**config.mk**
```make
export PLATFORM = sky130hd
export DESIGN_NAME = forward_net
export DESIGN_NICKNAME = d
export VERILOG_FILES = /design/src/rtl/forward_net.sv
export SDC_FILE = /design/constraint.sdc
export NUM_CORES = 1
export LEC_CHECK = 0
export ABC_AREA = 0
export CAP_MARGIN = 25
export CORE_UTILIZATION = 37
export CTS_CLUSTER_DIAMETER = 40
export DETAILED_ROUTE_END_ITERATION = 16
export PLACE_DENSITY = 0.77
export SLEW_MARGIN = 5
export SYNTH_ARGS = -nofsm -noshare
export SYNTH_HDL_FRONTEND = slang
export SYNTH_SLANG_ARGS = --single-unit
export TNS_END_PERCENT = 10
```
**constraint.sdc**
```tcl
create_clock -name clk -period 2.7 [get_ports clk]
set_input_delay 0.54 -clock clk [delete_from_list [all_inputs] [get_ports clk]]
set_output_delay 0.54 -clock clk [all_outputs]
set_load 0.01 [all_outputs]
```
**src/rtl/forward_net.sv**
```systemverilog
// Operand bypass network: matches decode read ports against in-flight writeback
// sources (youngest first), registers the bypass into ID/EX and raises a load-use stall.
// Optional event counters are enabled with `define FORWARD_NET_STATS_EN.
module forward_net #(
  parameter int NUM_RD   = 2,
  parameter int NUM_SRC  = 3,
  parameter int DATA_W   = 32,
  parameter int ADDR_W   = 5,
  parameter bit ZERO_REG = 1'b1
) (
  input  logic                      clk,
  input  logic                      resetn,
  input  logic                      flush,
  input  logic                      id_stall,
  input  logic                      ex_stall,
  input  logic [NUM_RD*ADDR_W-1:0]  rd_addr,
  input  logic [NUM_SRC-1:0]        src_we,
  input  logic [NUM_SRC*ADDR_W-1:0] src_waddr,
  input  logic [NUM_SRC*DATA_W-1:0] src_wdata,
  input  logic [NUM_SRC-1:0]        src_ready,
  output logic [NUM_RD-1:0]         fwd_sel_r,
  output logic [NUM_RD*DATA_W-1:0]  fwd_data_r,
  output logic                      stall_req
`ifdef FORWARD_NET_STATS_EN
  ,
  output logic [31:0]               fwd_hit_cnt,
  output logic [31:0]               ld_stall_cnt
`endif
);

  typedef enum logic [1:0] {
    UPD_CLEAR,
    UPD_LOAD,
    UPD_HOLD
  } upd_e;

  logic [NUM_RD-1:0]        sel;
  logic [NUM_RD*DATA_W-1:0] data;
  logic [NUM_RD-1:0]        pend;
  upd_e                     upd;

  // Sources are scanned oldest to youngest so the youngest hit overwrites the rest;
  // readiness is taken from that winner only, older sources are never consulted.
  always_comb begin
    // NOTE: every combinational output gets a default first so no path can infer a latch.
    sel  = '0;
    data = '0;
    pend = '0;
    for (int p = 0; p < NUM_RD; p++) begin
      for (int s = NUM_SRC - 1; s >= 0; s--) begin
        if (src_we[s] &&
            (src_waddr[s*ADDR_W +: ADDR_W] == rd_addr[p*ADDR_W +: ADDR_W]) &&
            !(ZERO_REG && (rd_addr[p*ADDR_W +: ADDR_W] == '0))) begin
          sel[p]                     = 1'b1;
          data[p*DATA_W +: DATA_W]   = src_wdata[s*DATA_W +: DATA_W];
          pend[p]                    = ~src_ready[s];
        end
      end
    end
  end

  assign stall_req = |pend;

  always_comb begin
    upd = UPD_HOLD;
    if (flush)                      upd = UPD_CLEAR;
    else if (id_stall && !ex_stall) upd = UPD_CLEAR;
    else if (!id_stall)             upd = stall_req ? UPD_CLEAR : UPD_LOAD;
  end

  always_ff @(posedge clk or negedge resetn) begin
    // NOTE: sequential state uses non-blocking assignments only, so every flop samples pre-edge values.
    if (!resetn) begin
      fwd_sel_r  <= '0;
      fwd_data_r <= '0;
    end else begin
      case (upd)
        UPD_CLEAR: begin
          fwd_sel_r  <= '0;
          fwd_data_r <= '0;
        end
        UPD_LOAD: begin
          fwd_sel_r  <= sel;
          fwd_data_r <= data;
        end
        default: ;
      endcase
    end
  end

`ifdef FORWARD_NET_STATS_EN
  // Counters saturate and ignore flush; only reset clears them.
  always_ff @(posedge clk or negedge resetn) begin
    if (!resetn) begin
      fwd_hit_cnt  <= '0;
      ld_stall_cnt <= '0;
    end else begin
      if ((upd == UPD_LOAD) && (|sel) && (fwd_hit_cnt != 32'hFFFF_FFFF))
        fwd_hit_cnt <= fwd_hit_cnt + 32'd1;
      if (stall_req && (ld_stall_cnt != 32'hFFFF_FFFF))
        ld_stall_cnt <= ld_stall_cnt + 32'd1;
    end
  end
`endif

endmodule

```
==> flow_summary_export.csv, run 1 <==
group,metric,value,unit
floorplanning,num_rows,38,
layout,final_nets,792,
worst_setup_path,cp_max_fo,4,
layout,layout_commonest_cell,"clkdlybuf4s50_1",
timing,relSlewSlack,42.9,%
floorplanning,design.core.area,10800,sq um
run_status,status,"complete, but fails checks",
yosys,yosysUniqueCellTypes,31,
clocking,cts.clk_slew.worst_paths,80,ps
timing,tightest_slew,856,ps
global_routing,grt_pass1_vias,4644,
detailed_routing,wl,15800,um
place,preCtsSetupSlack,-956,ps
layout,final_util,64.3,%
detailed_routing,dr_total_vias,4569,
floorplanning,die_area,11500,sq um
layout,drive_gt1_share,17.9,%
clocking,clk_latency,340,ps
timing,timing.hold.ws,288,ps
detailed_routing,drc_errors,0,
floorplanning,dieHeight,107,um
floorplanning,pin_count,199,
global_routing,antenna_found_initial,0,
power_and_ir_drop,p_leak,2.95,nW
yosys,synth_area,4090,sq um
global_routing,grt_max_degree,67,
worst_setup_path,start_kind,"input port",
detailed_routing,drt_iter0_drc,358,
global_routing,grt_usage,26.7,%
place,dp_hpwl,10700,um
timing,fin_ws,-190,ps
floorplanning,fp.dieW,107,um
detailed_routing,first_pass_iters,5,
yosys,yosysWarnings,0,
detailed_routing,wire_per_inst,19.6,um
timing,finalSetupTns,-190,ps
timing,hold_viol_final,0,
detailed_routing,viasPerCell,5.68,
timing,drv_slew,0,
global_routing,grt_use_met1,33.5,%
yosys,ys_seq_area_share,40.4,%
timing,post-route-min-period,2890,ps
worst_setup_path,reg2regPathDepth,1,
min_path,worstHoldPathType,"in2async",
timing,fmax,346,MHz
yosys,ys_seq_elements,66,
layout,final_cell_mix,"172 x clkdlybuf4s50_1, 108 x nor2_1, 66 x dfrtp_1",
worst_setup_path,worstSetupPathType,"in2out",
yosys,syn_inst,427,
power_and_ir_drop,power_density,365,nW/um^2
global_routing,grt_pass1_wl,23800,um
clocking,cts_max_level,3,
clocking,cts_buffers,9,
timing,setup_viol,1,
clocking,clockBufferDepth,2,
timing,finClkSkew,0,ps
yosys,syn_area_per_cell,9.58,sq um
run,max-cap-violations,0,
global_routing,grt_use_met2,46.0,%
worst_setup_path,r2r_end,"fwd_data_r[1]",
place,place_congestion,0.950,
yosys,syn_nets,559,
worst_setup_path,r2r_slack,1950,ps
layout,syn_to_final_growth,69.6,%
run_status,violations,"setup timing",
clocking,root_buffer,"clkbuf_8",
global_routing,busiest_layer,"met2",
worst_setup_path,cp-end-kind,"output port",
timing,fin_crit_sh,107,%
place,io_buffers,198,
global_routing,grt_remaining_overflow,0,
detailed_routing,drtAntennaViolNets,0,
floorplanning,start_util,37.9,%
timing,rsz0062_at_grt,"true",
worst_setup_path,r2r_start,"fwd_data_r[1]",
worst_setup_path,cp.required,2160,ps
global_routing,use_met3,4.38,%
power_and_ir_drop,vdd_drop_max,0.314,mV
clocking,clkSinkCount,66,
layout,insertedDiodeCount,0,
clocking,tritoncts,"yes",
power_and_ir_drop,total_power,2.53,mW
worst_setup_path,arrival,2350,ps
-- worst max-delay path, cell delays in order --
cell	delay [ps]
buf_6	100
or4_4	570
nor2_8	150
nor3_4	50
or4_4	520
o41ai_4	70
or2_1	200
buf_2	150
-- layer usage --
layer | routed length, um | vias to the layer above
met3 | 1200 | 39
met4 | 398 | 0
met2 | 7780 | 244
met5 | 0 | -
met1 | 6380 | 2204
li1 | - | 2082
-- flip-flops by register name, summed over array words and instances (netlist names) --
register    count
fwd_data_r     64
fwd_sel_r       2
-- through the flow --
step	instances	cell area [sq um]
after floorplan	427	4090
after CTS	800	6800
after global placement	777	6490
after global routing	805	6940
after detailed placement	777	6490
final	805	6940
-- report_power, final --
group,switching (mW),total [mW],internal (mW)
logic,0.241,0.555,0.314
clock network,0.399,0.971,0.572
registers,0.00747,1.01,0.999
total,0.648,2.53,1.89
-- Yosys cell counts, drive strengths merged --
cell type	instances	area [sq um]
mux2i	11	110
xnor2	22	193
or3	2	12.5
nor2	113	448
nor3	3	31.3
nand2	15	56.3
a221oi	53	464
buf	14	108
dfrtp	66	1650
nor4	2	42.5
nor3b	1	7.51
o21ai	11	55.1
o22ai	1	12.5
a22oi	1	7.51
clkbuf	23	86.3
a2111oi	1	27.5
or2	2	12.5
nand4	6	37.5
o31ai	1	7.51
xor2	8	70.1
o41ai	1	27.5
a22o	64	561
a21o	1	7.51
or4	5	52.6
-- worst max-delay path by stage --
stage / startpoint / endpoint / slack, ps / depth (start not counted)
after floorplan: rd_addr[2] / stall_req / 6 / 6
after global placement: rd_addr[0] / stall_req / -900 / 8
after detailed placement: rd_addr[0] / stall_req / -960 / 8
after CTS: rd_addr[3] / stall_req / -300 / 9
after global routing: src_waddr[6] / stall_req / -240 / 7
final: rd_addr[3] / stall_req / -190 / 8
-- logic make-up (layout without fill, tap and decap cells) --
logic type / Yosys count / after routing / share of synthesized area, %
AO/OA/AOI/OAI: 134 / 134 / 28.6
XOR/XNOR: 30 / 30 / 6.43
buffers and inverters: 37 / 275 / 4.74
flip-flops: 66 / 66 / 40.4
multiplexers: 11 / 11 / 2.69
AND/OR/NAND/NOR: 149 / 149 / 17.1
-- final cells by class --
type,count,area (sq um)
fill,883,3860
tap,140,175
sequential,66,1650
clock inverter,4,73.8
multi-input combinational,324,2340
clock buffer,12,155
timing repair buffer,259,2530
-- what timing repair did --
action / CTS / global route
pin swaps: 13 / 18
gates cloned: 0 / 1
setup buffers: 7 / 4
setup endpoints to repair: 66 / 66
hold buffers: 0 / 0
resized for setup: 59 / 30
(Power assumes the default switching activity.)
==> inputs of run 2 (changes only) <==
CORE_UTILIZATION = 30   (was 37)
PLACE_DENSITY = default   (was 0.77)
==> run 2 against run 1 <==
  * The run still ends with setup timing left
  * Combinational power shrank 2%
  * Global-route usage shrank 4.1 points
  * Routed wire length shrank 0.24%
  * First-iteration DRC count grew 30%
  * Hold slack gained 6.7 ps
  * Critical path depth shrank 1
  * Via count shrank 0.55%
  * Register-to-register slack gained 20 ps
  * Sequential cell count is the same
  * Highest routed layer unchanged
  * Sequential share of layout area shrank 0.21 points
==> flow_summary_export.csv, run 2 (synthesized netlist as in run 1, its figures left out) <==
group,metric,value,unit
global_routing,antenna_found_initial,0,
layout,insertedDiodeCount,0,
timing,finClkSkew,0,ps
layout,largest-register,"fwd_data_r",
timing,tightest_slew,781,ps
power_and_ir_drop,p_leak,2.91,nW
power_and_ir_drop,seqPwrFrac,33.4,%
global_routing,grt_usage,22.6,%
place,io_buffers,198,
layout,final_nets,788,
worst_setup_path,start_kind,"input port",
worst_setup_path,cp_max_fo,2,
power_and_ir_drop,netSwitchingPower,0.685,mW
power_and_ir_drop,combPwrFrac,18.1,%
layout,syn_to_final_growth,71.1,%
timing,fin_ws,-227,ps
worst_setup_path,cp.required,2160,ps
worst_setup_path,arrival,2390,ps
layout,register_area,1650,sq um
detailed_routing,drc_errors,0,
worst_setup_path,crit_chain,"clkdlybuf4s15_1 -> xor2_1 -> or4_4 -> or4_4 -> o41ai_4 -> or2_1 -> buf_2",
power_and_ir_drop,p_int,2.33,mW
clocking,clockBufferDepth,2,
run,max-cap-violations,0,
power_and_ir_drop,p_clk_share,48.5,%
global_routing,grt_pass1_wl,24800,um
clocking,cts.clk_slew.worst_paths,60,ps
layout,drive_gt1_share,16.5,%
layout,multiInputGateArea,2310,sq um
detailed_routing,first_pass_iters,5,
timing,rsz0062_at_grt,"true",
timing,setup_viol,1,
detailed_routing,wire_per_inst,18.8,um
global_routing,grt_remaining_overflow,0,
worst_setup_path,critPathMostFrequentCell,"or4_4",
layout,layout_commonest_cell,"clkdlybuf4s50_1",
layout,reg_top3,"fwd_data_r (64), fwd_sel_r (2)",
layout,largest_reg_flops,64,
floorplanning,dieHeight,119,um
global_routing,grt_max_degree,67,
detailed_routing,viasPerCell,5.43,
min_path,worstHoldPathType,"in2async",
power_and_ir_drop,power_density,431,nW/um^2
worst_setup_path,cp_top_family,"simple AND/OR/NAND/NOR gates",
floorplanning,num_rows,42,
worst_setup_path,crit_slowest_cell,"or4_4",
floorplanning,fp.dieW,119,um
timing,fin_crit_sh,108,%
worst_setup_path,cp-end-kind,"output port",
clocking,clkSinkCount,66,
place,place_congestion,0.845,
floorplanning,design.core.area,13200,sq um
clocking,tritoncts,"yes",
clocking,clk_latency,320,ps
timing,relSlewSlack,47.9,%
floorplanning,die_area,14100,sq um
detailed_routing,drtAntennaViolNets,0,
place,dp_hpwl,11300,um
power_and_ir_drop,swShare,22.7,%
run_status,violations,"setup timing",
layout,fillers,1232,
layout,final_util,52.8,%
clocking,cts_buffers,9,
worst_setup_path,worstSetupPathType,"in2out",
worst_setup_path,cp.buffers_inverters,2,
power_and_ir_drop,vdd_drop_max,0.279,mV
worst_setup_path,cpPeakStageDelay,570,ps
power_and_ir_drop,total_power,3.02,mW
timing,fmax,342,MHz
timing,post-route-min-period,2930,ps
detailed_routing,dr_total_vias,4544,
layout,final_cell_mix,"172 x clkdlybuf4s50_1, 108 x nor2_1, 66 x dfrtp_1",
floorplanning,start_util,30.9,%
clocking,cts_max_level,3,
detailed_routing,drt_iter0_drc,465,
floorplanning,pin_count,199,
timing,drv_slew,0,
global_routing,grt_pass1_vias,4627,
detailed_routing,wl,15700,um
timing,hold_viol_final,0,
clocking,root_buffer,"clkbuf_16",
worst_setup_path,r2r_slack,1970,ps
timing,finalSetupTns,-227,ps
run_status,status,"complete, but fails checks",
## run 2: cell count changes in the layout (fill, tap and decap cells not counted), moves of 3 or more
cell            previous run  this run
clkbuf_16                  1         9
dlygate4sd2_1              3         8
a221oi_1                  50        53
a221oi_2                   3         0
clkbuf_8                  11         1
dlymetal6s2s_1             8         2
## run 2: worst paths after layout
kind | to | depth (start not counted) | from
max | stall_req | 7 | src_waddr[14]
min | fwd_data_r[15] | 1 | resetn
max reg2reg | fwd_data_r[7] | 1 | fwd_data_r[7]
min reg2reg | fwd_sel_r[0] | 1 | fwd_sel_r[0]
max in group asynchronous | fwd_data_r[32] | 2 | resetn
min in group clk | fwd_sel_r[0] | 1 | fwd_sel_r[0]
## run 2: repair_timing
item,in CTS,in global routing
gates cloned,0,0
setup endpoints to repair,66,66
pin swaps,16,8
hold buffers,0,0
resized for setup,61,16
buffers inserted,4,2
hold endpoints to repair,0,0
## run 2: power groups by stage
stage	Sequential, mW	Clock (mW)	Combinational, mW
finish	1.01	1.46	0.545
global route	1.01	1.53	0.585
CTS	1.01	1.49	0.542
detailed placement	1.03	0	0.541
global placement	1.03	0	0.536
floorplan	1.03	0	0.166
## run 2: stage by stage
stage	instance area, sq um	hold WS [ps]	instances	worst slack (ps)
finish	7000	294	837	-227
global route	7000	363	837	-290
CTS	6970	308	835	-238
detailed placement	6560	474	815	-925
global placement	6560	459	815	-918
floorplan	4090	244	427	5.69
## run 2: per-layer routing
layer	track usage, %	share of wire, %	up-vias
met3	4.34	7.2	38
li1	-	-	2078
met4	10.4	2.6	0
met2	36.0	48	237
met5	0	0	-
met1	29.5	43	2191
## run 2: final cells by class
type	instances	share of cell area, %
Multi-Input combinational cell	324	33.0
Sequential cell	66	23.6
Timing Repair Buffer	255	34.9
Clock inverter	6	1.95
Clock buffer	10	3.41
Tap cell	176	3.15
==> inputs of run 3 (changes only) <==
ABC_AREA = default   (was 0)
SLEW_MARGIN = default   (was 5)
==> results of run 3 <==
No change in the layout: final DEF, timing and power equal those of run 2.
